`src/rtl/alu_share_arbiter.sv`:
```
// Two-requester front end for one shared combinational 8-bit ALU: round-robin grant
// with a bounded lock, a private SC/ZERO/GREATER set per requester, one registered response per op.
module alu_share_arbiter #(
   parameter logic [3:0] OP_COMP  = 4'd10,
   parameter logic [3:0] OP_NOP   = 4'd15,
   parameter int         MAX_LOCK = 4
) (
   input  logic        i_clk,
   input  logic        i_rst_n,
   input  logic [1:0]  i_req_valid,
   output logic [1:0]  o_req_ready,
   input  logic [7:0]  i_req_op,
   input  logic [15:0] i_req_a,
   input  logic [15:0] i_req_b,
   input  logic [1:0]  i_req_lock,
   output logic [1:0]  o_rsp_valid,
   output logic [7:0]  o_rsp_out,
   output logic [5:0]  o_rsp_flags,
   output logic [3:0]  o_alu_op,
   output logic [7:0]  o_alu_a,
   output logic [7:0]  o_alu_b,
   output logic        o_alu_sc_in,
   output logic        o_alu_zero_in,
   output logic        o_alu_greater_in,
   input  logic [7:0]  i_alu_out,
   input  logic        i_alu_sc_out,
   input  logic        i_alu_zero,
   input  logic        i_alu_greater
);

   localparam int CW = $clog2(MAX_LOCK + 1);

   logic [3:0]    w_op [2];
   logic [7:0]    w_a  [2];
   logic [7:0]    w_b  [2];
   logic [1:0]    w_sc;
   logic [1:0]    w_zero;
   logic [1:0]    w_gt;

   logic [1:0]    w_grant;
   logic          w_xfer;
   logic          w_sel;
   logic          w_lock_hold;
   logic [CW-1:0] w_cnt_inc;

   logic [1:0]    r_rsp_valid;
   logic [7:0]    r_rsp_out;
   logic          r_last;
   logic          r_lock_active;
   logic          r_lock_owner;
   logic [CW-1:0] r_lock_cnt;

   // Per-requester operand unpacking and private flag registers.
   generate
      for (genvar gi = 0; gi < 2; gi++) begin : gen_req
         logic r_sc;
         logic r_zero;
         logic r_gt;

         assign w_op[gi] = i_req_op[4*gi +: 4];
         assign w_a[gi]  = i_req_a[8*gi +: 8];
         assign w_b[gi]  = i_req_b[8*gi +: 8];

         always_ff @(posedge i_clk or negedge i_rst_n) begin
            if (!i_rst_n) begin
               r_sc   <= 1'b0;
               r_zero <= 1'b0;
               r_gt   <= 1'b0;
            end else if (w_grant[gi]) begin
               r_sc <= i_alu_sc_out;
               if (w_op[gi] == OP_COMP) begin
                  r_zero <= i_alu_zero;
                  r_gt   <= i_alu_greater;
               end
            end
         end

         assign w_sc[gi]   = r_sc;
         assign w_zero[gi] = r_zero;
         assign w_gt[gi]   = r_gt;
         assign o_rsp_flags[3*gi +: 3] = {r_sc, r_zero, r_gt};
      end
   endgenerate

   assign w_lock_hold = r_lock_active & i_req_valid[r_lock_owner];

   always_comb begin
      w_grant = 2'b00;
      if (w_lock_hold) begin
         w_grant[r_lock_owner] = 1'b1;
      end else begin
         case (i_req_valid)
            2'b01:   w_grant = 2'b01;
            2'b10:   w_grant = 2'b10;
            2'b11:   w_grant = r_last ? 2'b01 : 2'b10;
            default: w_grant = 2'b00;
         endcase
      end
   end

   assign w_xfer = |w_grant;
   // When idle the flag inputs follow the last requester served.
   assign w_sel  = w_xfer ? w_grant[1] : r_last;

   assign o_req_ready      = w_grant;
   assign o_alu_op         = w_xfer ? w_op[w_sel] : OP_NOP;
   assign o_alu_a          = w_xfer ? w_a[w_sel]  : 8'h00;
   assign o_alu_b          = w_xfer ? w_b[w_sel]  : 8'h00;
   assign o_alu_sc_in      = w_sc[w_sel];
   assign o_alu_zero_in    = w_zero[w_sel];
   assign o_alu_greater_in = w_gt[w_sel];

   assign w_cnt_inc = (r_lock_active && (r_lock_owner == w_sel)) ? r_lock_cnt + 1'b1 : CW'(1);

   always_ff @(posedge i_clk or negedge i_rst_n) begin
      if (!i_rst_n) begin
         r_rsp_valid   <= 2'b00;
         r_rsp_out     <= 8'h00;
         r_last        <= 1'b1;
         r_lock_active <= 1'b0;
         r_lock_owner  <= 1'b0;
         r_lock_cnt    <= '0;
      end else begin
         r_rsp_valid <= w_grant;
         if (w_xfer) begin
            r_rsp_out <= i_alu_out;
            r_last    <= w_sel;
         end
         // Reaching the grant cap drops the lock; LAST then hands the next tie to the other side.
         if (w_xfer && i_req_lock[w_sel] && (w_cnt_inc < CW'(MAX_LOCK))) begin
            r_lock_active <= 1'b1;
            r_lock_owner  <= w_sel;
            r_lock_cnt    <= w_cnt_inc;
         end else begin
            r_lock_active <= 1'b0;
            r_lock_cnt    <= '0;
         end
      end
   end

   assign o_rsp_valid = r_rsp_valid;
   assign o_rsp_out   = r_rsp_out;

endmodule

```
`config.mk`:
```
export PLATFORM = sky130hd
export DESIGN_NAME = alu_share_arbiter
export DESIGN_NICKNAME = d
export VERILOG_FILES = /design/src/rtl/alu_share_arbiter.sv
export SDC_FILE = /design/constraint.sdc
export NUM_CORES = 1
export LEC_CHECK = 0
export CAP_MARGIN = 20
export CORE_UTILIZATION = 37
export CTS_CLUSTER_DIAMETER = 50
export DETAILED_ROUTE_END_ITERATION = 6
export HOLD_SLACK_MARGIN = 0.12
export PLACE_DENSITY = 0.9
export SLEW_MARGIN = 10
export SYNTH_ARGS = -nofsm -noshare
export SYNTH_HDL_FRONTEND = slang
export SYNTH_SLANG_ARGS = --single-unit
```
`constraint.sdc`:
```
create_clock -name i_clk -period 3.6 [get_ports i_clk]
set_input_delay 0.9 -clock i_clk [delete_from_list [all_inputs] [get_ports i_clk]]
set_output_delay 0.9 -clock i_clk [all_outputs]
set_load 0.01 [all_outputs]
```
==> flow_summary.yaml, run 1 <==
sta:
  tightest_slew_ns: 0.954
  maxSlewHeadroom_pct: 36.2
  skew_ns: 0.0100
  hold_violations: 0
  rsz0062_at_grt: "yes"
  finalCriticalPeriod_ns: 3.54
  fmax_mhz: 282
  setup_viol: 0
  slew_viol_final: 0
  final.period_utilization_pct: 98.3
setup_path:
  path_max_fanout: 26
  cp.required_ns: 2.70
  crit_path_end_kind: "primary output"
  critPathMaxStageDelay_ns: 0.47
  r2r-start: "r_lock_active"
  cp-startpoint: "i_req_valid[0]"
  path_depth: 7
  crit_family: "buffers and inverters"
  path_cells: "clkdlybuf4s50_1 > buf_4 > a31oi_4 > buf_12 > mux2i_1 > nor2_1 > clkdlybuf4s50_1"
  crit_type: "primary input to primary output"
  cp-start-kind: "primary input"
  critPathArrivalTime_ns: 2.64
  cp_slowest_cell: "clkdlybuf4s50_1"
  reg2reg_depth: 5
  ff2ff_setup_slack_ns: 1.99
  cp_num_buf_inv: 4
  cp_common_cell: "clkdlybuf4s50_1"
cells_and_area:
  area_growth_pct: 82.6
  drive_above_1_share_pct: 15.4
  diodes: 0
  finalInstanceArea_sq_um: 2460
  ff_latch_area_sq_um: 552
  final_common_cell: "clkdlybuf4s50_1"
  nFillCells: 263
  fin_nets: 280
  multi_input_area_sq_um: 696
  layout_common_cells: "78 x clkdlybuf4s50_1, 21 x dfrtp_1, 20 x mux2i_1"
clock_network:
  cts_resized: 1
  hold_buffers: 0
  clock_sink_count: 22
  cts-root-buf: "clkbuf_4"
  path_clk_slew_ns: 0.11
  cts_setup_buffers: 0
  htreeDepth: 1
  clockBufferDepth: 2
  clock_latency_ns: 0.30
  tritoncts: "done"
  numCtsBuffers: 3
power:
  p_per_area_nw_per_um2: 333
  p_leak_uw: 0.00121
  vdd_drop_max_v: 0.000253
  total_power_uw: 817
job:
  max_cap_viol_count: 0
logic_synthesis:
  synthesis.area_sq_um: 1350
  synth.top_cells.by_area: "dfrtp_1 39%, mux2i_1 15%, mux2_2 14%"
  synth_edf_count: 0
  yosys_warnings: 0
  synth.top_cell.area_share_pct: 39.1
  synth_nets: 182
  synth_area_leader_cell: "dfrtp_1"
  ys_ff_latch: 22
  synth_top_flop_cell: "dfrtp_1"
  synth_area_per_cell_sq_um: 10.8
  synthCells: 124
  async_reset_ff_share_pct: 100
  synth.distinct_cells: 31
  synth_seq_area_share_pct: 41.0
route:
  ant_nets: 0
  routed_wl_mm: 3.77
  drtPass1Iterations: 4
  drtIter0Drc: 69
  avgViaCountPerCell: 4.89
  wire_per_inst_microns: 14.1
  drc: 0
  num_vias: 1305
placed_design:
  io_buffer_count: 97
  placed_area_sq_um: 2370
  gp_congestion: 0.801
  hpwlAfterDp_mm: 2.90
die:
  die_h_microns: 62.3
  start_util_pct: 39.4
  die_area_sq_um: 3880
  die_w_microns: 62.3
  rows: 21
  num_io_pins: 98
  core_area_sq_um: 3420
run_status:
  status: "completed"
hold_path:
  hold_path_depth: 1
  min_path_type: "flip-flop to flip-flop"
  holdCritStartpoint: "o_rsp_out[2]"
grt:
  grt_pass1_vias: 1363
  grt.total_usage_pct: 19.7
  grt_max_degree: 27
  antenna_found_initial: 0
  grt_pass1_wl_mm: 6.11
  overflow: 0
-- metrics by stage --
| step | TNS, ns | util [%] | hold WS, ns | std cells | worst slack [ns] |
|---|---|---|---|---|---|
| 4_1_cts | 0 | 70.5 | 0.521 | 267 | 0.00180 |
| 2_1_floorplan | 0 | - | 0.498 | 124 | 0.932 |
| 5_1_grt | -0.0561 | 71.9 | 0.529 | 267 | -0.0561 |
| 3_3_place_gp | 0 | 69.4 | 0.486 | 263 | 0.0481 |
| 6_report | 0 | 71.9 | 0.513 | 267 | 0.0598 |
| 3_5_place_dp | -0.000701 | 69.4 | 0.495 | 263 | -0.000701 |
-- flip-flops by register name, indices dropped and copies added (netlist names) --
signal,count
r_lock_cnt,3
gen_req.r_zero,2
r_last,1
o_rsp_out,8
r_lock_owner,1
r_lock_active,1
gen_req.r_sc,2
o_rsp_valid,2
gen_req.r_gt,2
-- final timing paths --
kind / to
max reg2reg: gen_req[1].r_zero
min in group asynchronous: o_rsp_valid[0]
max: o_alu_a[4]
min: o_rsp_out[2]
min reg2reg: o_rsp_out[2]
max in group asynchronous: o_rsp_out[3]
-- power by group --
part           switching, uW  internal [uW]  total, uW
combinational            143            234        377
sequential              24.4            284        308
clock                   70.7           61.7        132
total                    238            579        817
-- Yosys cell counts, types with 2 or more instances --
master,n
nand2_1,4
mux2_2,17
buf_2,3
nor4bb_1,2
buf_4,6
and2_1,2
dfrtp_1,21
o21ai_0,4
o221ai_1,2
buf_6,2
mux2i_1,20
inv_1,5
nor2_1,18
-- kinds of logic (layout without fill, tap and decap cells) --
family	count (synthesis)	after routing	share of synthesized area, %
AO/OA/AOI/OAI	14	14	8.37
buffers and inverters	16	113	7.53
other	1	1	0.279
XOR/XNOR	1	1	0.651
flip-flops	22	22	41.0
adder cells (fa/ha/maj)	1	1	0.930
AND/OR/NAND/NOR	32	32	12.1
multiplexers	37	37	29.1
-- per-layer routing --
layer  global-route usage (%)  wire length, microns
met1                     21.6                  1470
met2                     36.0                  1970
met3                     4.41                   289
met4                     9.01                    52
met5                        0                     0
-- cell type report --
class	count	share of cell area, %
timing repair buffer	104	44.6
tap	46	2.34
sequential	22	22.5
inverter	5	0.764
multi-input combinational	86	28.3
clock buffer	4	1.48
No activity file was read; power rests on OpenSTA's default activity.
==> run 2, diff against run 1 <==
Settings changed: ABC_AREA from default to 1, PLACE_DENSITY 0.9 to 0.89.
==> flow_summary.yaml, run 2 <==
placed_design:
  io_buffer_count: 97
  placed_area_sq_um: 2330
  gp_congestion: 0.770
  hpwlAfterDp_mm: 3.05
logic_synthesis:
  synth_seq_area_share_pct: 40.6
  synth.distinct_cells: 26
  synth_area_leader_cell: "dfrtp_1"
  async_reset_ff_share_pct: 100
  yosys_warnings: 0
  synth_edf_count: 0
  synth_top_flop_cell: "dfrtp_1"
  synth_nets: 245
  yosysMostFrequentCell: "nand2_1"
  synth.top_cell.area_share_pct: 38.7
  synth.top_cells.by_area: "dfrtp_1 39%, nand2_1 14%, o21ai_0 9.9%"
  synth_area_per_cell_sq_um: 7.27
  ys_ff_latch: 22
  synthesis.area_sq_um: 1360
  yosys-top-cells-count: "51 x nand2_1, 35 x nor2_1, 27 x o21ai_0, 21 x dfrtp_1, 10 x inv_1"
  synthCells: 187
sta:
  maxSlewHeadroom_pct: 36.1
  tns_ns: 0
  tightest_slew_ns: 0.955
  setup_viol: 0
  fmax_mhz: 300
  slew_viol_final: 0
  hold_violations: 0
  hold_ws_ns: 0.494
  rsz0062_at_grt: "no"
  final.period_utilization_pct: 92.7
  skew_ns: 0.00929
  finalCriticalPeriod_ns: 3.34
cells_and_area:
  fin_nets: 337
  layout_common_cells: "95 x clkdlybuf4s50_1, 51 x nand2_1, 35 x nor2_1"
  diodes: 0
  final_common_cell: "clkdlybuf4s50_1"
  largest_register_ffs: 8
  drive_above_1_share_pct: 8.27
  area_growth_pct: 75.8
  finalInstanceArea_sq_um: 2390
clock_network:
  hold_buffers: 0
  clockBufferDepth: 2
  numCtsBuffers: 3
  tritoncts: "done"
  htreeDepth: 1
  clock_latency_ns: 0.31
  path_clk_slew_ns: 0.13
  clock_sink_count: 22
  cts-root-buf: "clkbuf_4"
power:
  p_sw_uw: 302
  p_sw_share_pct: 32.3
  pwr-share-comb_pct: 45.5
  vdd_drop_max_v: 0.000262
  power.share.clock_pct: 20.1
  total_power_uw: 935
  p_leak_uw: 0.00109
  intPower_uw: 633
  p_per_area_nw_per_um2: 391
  seqPwrFrac_pct: 34.4
setup_path:
  cp.required_ns: 2.70
  ff2ff_setup_slack_ns: 1.98
  cp-start-kind: "primary input"
  r2r-start: "r_last"
  reg2reg_depth: 11
  r2r_end: "r_lock_owner"
  crit_path_end_kind: "primary output"
  crit_type: "primary input to primary output"
  critPathArrivalTime_ns: 2.44
  path_max_fanout: 22
grt:
  grt_pass1_wl_mm: 6.47
  grt.total_usage_pct: 20.7
  overflow: 0
  antenna_found_initial: 0
  grt_pass1_vias: 1413
  grt_max_degree: 26
job:
  max_cap_viol_count: 0
die:
  start_util_pct: 39.8
  core_area_sq_um: 3420
  die_w_microns: 62.6
  die_area_sq_um: 3920
  num_io_pins: 98
  rows: 21
  die_h_microns: 62.6
route:
  ant_nets: 0
  drc: 0
  avgViaCountPerCell: 4.60
  drtPass1Iterations: 4
  routed_wl_mm: 3.87
  num_vias: 1491
  drtIter0Drc: 58
  wire_per_inst_microns: 12.0
run_status:
  status: "completed"
hold_path:
  holdCritStartpoint: "o_rsp_out[7]"
  min_path_type: "flip-flop to flip-flop"
  min_to: "o_rsp_out[7]"
  hold_path_depth: 2
run 2: cell types whose count changed after synthesis, moves of 5 or more:
cell / delta
mux2i_1: -20
mux2_2: -17
nand2_1: +47
inv_1: +5
nor2_1: +17
o21ai_0: +23
run 2: cells by family (layout without fill, tap and decap cells):
kind of cell | Yosys count | count (layout) | synth area share, %
adder cells (fa/ha/maj) | 1 | 1 | 0.921
XOR/XNOR | 1 | 1 | 0.645
flip-flops | 22 | 22 | 40.6
AND/OR/NAND/NOR | 105 | 105 | 35.1
other | 1 | 1 | 0.276
buffers and inverters | 27 | 118 | 10.6
AO/OA/AOI/OAI | 30 | 30 | 11.9
run 2: how the worst max path moves through the flow:
stage	start	endpoint	slack, ns
finish	i_req_valid[0]	o_alu_b[2]	0.26
global route	i_req_valid[0]	o_alu_a[3]	0.13
CTS	i_req_valid[1]	o_alu_a[6]	0.04
detailed placement	i_req_valid[0]	o_alu_b[1]	-0.03
global placement	i_req_valid[1]	o_alu_b[6]	0.02
floorplan	i_req_valid[0]	o_alu_b[0]	1.09
run 2: power groups by stage:
| stage | Sequential (uW) | Combinational (uW) | Clock (uW) |
|---|---|---|---|
| global route | 329 | 465 | 197 |
| CTS | 322 | 429 | 190 |
| detailed placement | 326 | 426 | 0 |
| finish | 322 | 425 | 188 |
| global placement | 325 | 419 | 0 |
| floorplan | 323 | 212 | 0 |
run 2: worst max-delay path, cell delays in order:
cell	delay, ns
dlygate4sd2_1	0.31
nand3_2	0.13
nand2_4	0.14
nand2_8	0.09
clkinv_4	0.15
nor2_1	0.06
nor2_1	0.11
clkdlybuf4s50_1	0.54
run 2: final cells by class:
class | count | area, sq um
fillers | 266 | 1030
repair buffers | 99 | 1000
multi-input cells | 138 | 663
flip-flops and latches | 22 | 552
inverters | 15 | 63.8
well taps | 46 | 57.6
clock inverters | 1 | 30.0
clock buffers | 3 | 22.5
run 2: stage by stage:
| stage | utilization [%] | worst slack [ns] | cells |
|---|---|---|---|
| 6_report | 69.9 | 0.263 | 324 |
| 5_1_grt | 69.9 | 0.129 | 324 |
| 2_1_floorplan | - | 1.09 | 187 |
| 4_1_cts | 69.9 | 0.0386 | 324 |
| 3_3_place_gp | 68.3 | 0.0180 | 320 |
| 3_5_place_dp | 68.3 | -0.0273 | 320 |
run 2: timing repair:
action	in CTS	in global routing
endpoints found under the setup margin	4	22
buffers inserted	0	0
resized for setup	2	1
run 2: routing by layer:
layer / GRT usage, % / up-vias / share of wire, % / routed length [microns]
li1: - / 763 / - / -
met1: 25.3 / 637 / 44 / 1700
met2: 35.9 / 83 / 45 / 1750
met3: 5.47 / 8 / 9.2 / 358
met4: 5.23 / 0 / 1.5 / 60
met5: 0 / - / 0 / 0
==> run 3, diff against run 2 <==
Settings changed: CELL_PAD_IN_SITES_DETAIL_PLACEMENT from default to 1, CELL_PAD_IN_SITES_GLOBAL_PLACEMENT from default to 1, CORE_UTILIZATION 37 to 24.
==> flow_summary.yaml, run 3 (same netlist as run 2, synthesis figures left out) <==
grt:
  antenna_found_initial: 0
  grt_pass1_wl_mm: 7.91
  grt.total_usage_pct: 16.6
  overflow: 0
  grt_max_degree: 23
  grt_pass1_vias: 1638
die:
  core_area_sq_um: 5470
  rows: 27
  die_area_sq_um: 5970
  start_util_pct: 24.8
  num_io_pins: 98
  die_w_microns: 77.2
  die_h_microns: 77.2
sta:
  fmax_mhz: 297
  rsz0062_at_grt: "no"
  hold_ws_ns: 0.496
  skew_ns: 0.00416
  setup_slack_ns: 0.233
  finalCriticalPeriod_ns: 3.37
  hold_violations: 0
  slew_viol_final: 0
  tns_ns: 0
  setup_viol: 0
  final.period_utilization_pct: 93.5
cells_and_area:
  nFillCells: 688
  largest_register_ffs: 8
  diodes: 0
  drive_above_1_share_pct: 9.57
  final_common_cell: "clkdlybuf4s50_1"
  fin_nets: 341
  layout_common_cells: "95 x clkdlybuf4s50_1, 51 x nand2_1, 35 x nor2_1"
  finalInstanceArea_sq_um: 2460
  area_growth_pct: 80.9
clock_network:
  tritoncts: "done"
  htreeDepth: 1
  numCtsBuffers: 3
  cts-root-buf: "clkbuf_8"
  clock_latency_ns: 0.27
  clock_sink_count: 22
  path_clk_slew_ns: 0.08
  clockBufferDepth: 2
route:
  num_vias: 1583
  avgViaCountPerCell: 4.47
  routed_wl_mm: 4.71
  ant_nets: 0
  drtIter0Drc: 35
  drc: 0
  wire_per_inst_microns: 13.3
  drtPass1Iterations: 4
setup_path:
  critPathArrivalTime_ns: 2.47
  cp.required_ns: 2.70
  cp-start-kind: "primary input"
  crit_family: "buffers and inverters"
  critPathMaxStageDelay_ns: 0.48
  crit_path_end_kind: "primary output"
  path_max_fanout: 22
  cp_common_cell: "nor2_1"
  cp_num_buf_inv: 3
  path_cells: "dlygate4sd2_1 > nor2_4 > nand2_2 > nand2_8 > clkinv_4 > nor2_1 > nor2_1 > clkdlybuf4s50_1"
  crit_type: "primary input to primary output"
  cp_slowest_cell: "clkdlybuf4s50_1"
power:
  p_per_area_nw_per_um2: 405
  total_power_uw: 995
  p_sw_uw: 323
  pwr-share-comb_pct: 43.8
  vdd_drop_max_v: 0.000197
  seqPwrFrac_pct: 32.4
  power.share.clock_pct: 23.8
  p_leak_uw: 0.00111
  intPower_uw: 672
  p_sw_share_pct: 32.5
run_status:
  status: "completed"
hold_path:
  min_path_type: "flip-flop to flip-flop"
placed_design:
  io_buffer_count: 97
  gp_congestion: 0.751
  hpwlAfterDp_mm: 3.75
  pre_cts_ws_ns: -0.0359
  placed_area_sq_um: 2370
job:
  max_cap_viol_count: 0
## run 3: cell types whose count changed in the layout (fill, tap and decap cells not counted), sizes merged
| cell | previous run | this run |
|---|---|---|
| buf | 2 | 6 |
| dlygate4sd2 | 1 | 2 |
| dlymetal6s2s | 1 | 0 |
## run 3: layer usage
metal / vias to the layer above / global-route usage, % / routed length (microns)
li1: 773 / - / -
met1: 721 / 19.0 / 1930
met2: 80 / 28.8 / 2180
met3: 9 / 5.00 / 501
met4: 0 / 5.85 / 98
met5: - / 0 / 0
## run 3: final cells by class
class                   count  area, sq um  share of cell area (%)
flip-flops and latches     22          552                    22.4
inverters                  15         61.3                    2.49
clock buffers               3         41.3                    1.68
multi-input cells         138          663                    27.0
clock inverters             1         30.0                    1.22
well taps                  72         90.1                    3.66
repair buffers            103         1020                    41.5
## run 3: what timing repair did
| item | CTS | global route |
|---|---|---|
| hold buffers | 0 | 0 |
| resized for setup | 2 | 0 |
| endpoints found under the setup margin | 13 | 0 |
| setup buffers | 1 | 0 |
## run 3: per-stage QoR
stage                     utilization (%)  std cells
final                                44.9        354
after floorplan                         -        187
after CTS                            44.7        353
after global placement               43.3        348
after global routing                 44.9        354
after detailed placement             43.3        348
## run 3: worst register-to-register path: stages (launching register included)
cell	delay, ns
dfrtp_1	0.45
inv_2	0.09
nand2_2	0.06
nand3_2	0.08
nand2_4	0.09
inv_2	0.23
buf_4	0.19
nand4_1	0.17
nand2_1	0.12
o21ai_0	0.08
## run 3: worst paths after layout
kind / start / endpoint / slack, ns / cells after the start
hold / removal: o_rsp_out[0] / o_rsp_out[0] / 0.50 / 2
max in group asynchronous: i_rst_n / r_last / 2.25 / 2
min in group asynchronous: i_rst_n / o_rsp_out[1] / 0.86 / 1
hold reg to reg: o_rsp_out[0] / o_rsp_out[0] / 0.50 / 2
setup reg to reg: r_lock_active / gen_req[1].r_zero / 1.93 / 9
setup / recovery: i_req_valid[1] / o_alu_a[6] / 0.23 / 8
## run 3: power by group through the flow
stage          Sequential (uW)  Clock, uW  Combinational (uW)
2_1_floorplan              323          0                 212
5_1_grt                    330        252                 480
4_1_cts                    323        242                 441
6_report                   322        237                 436
3_5_place_dp               327          0                 440
3_3_place_gp               327          0                 426
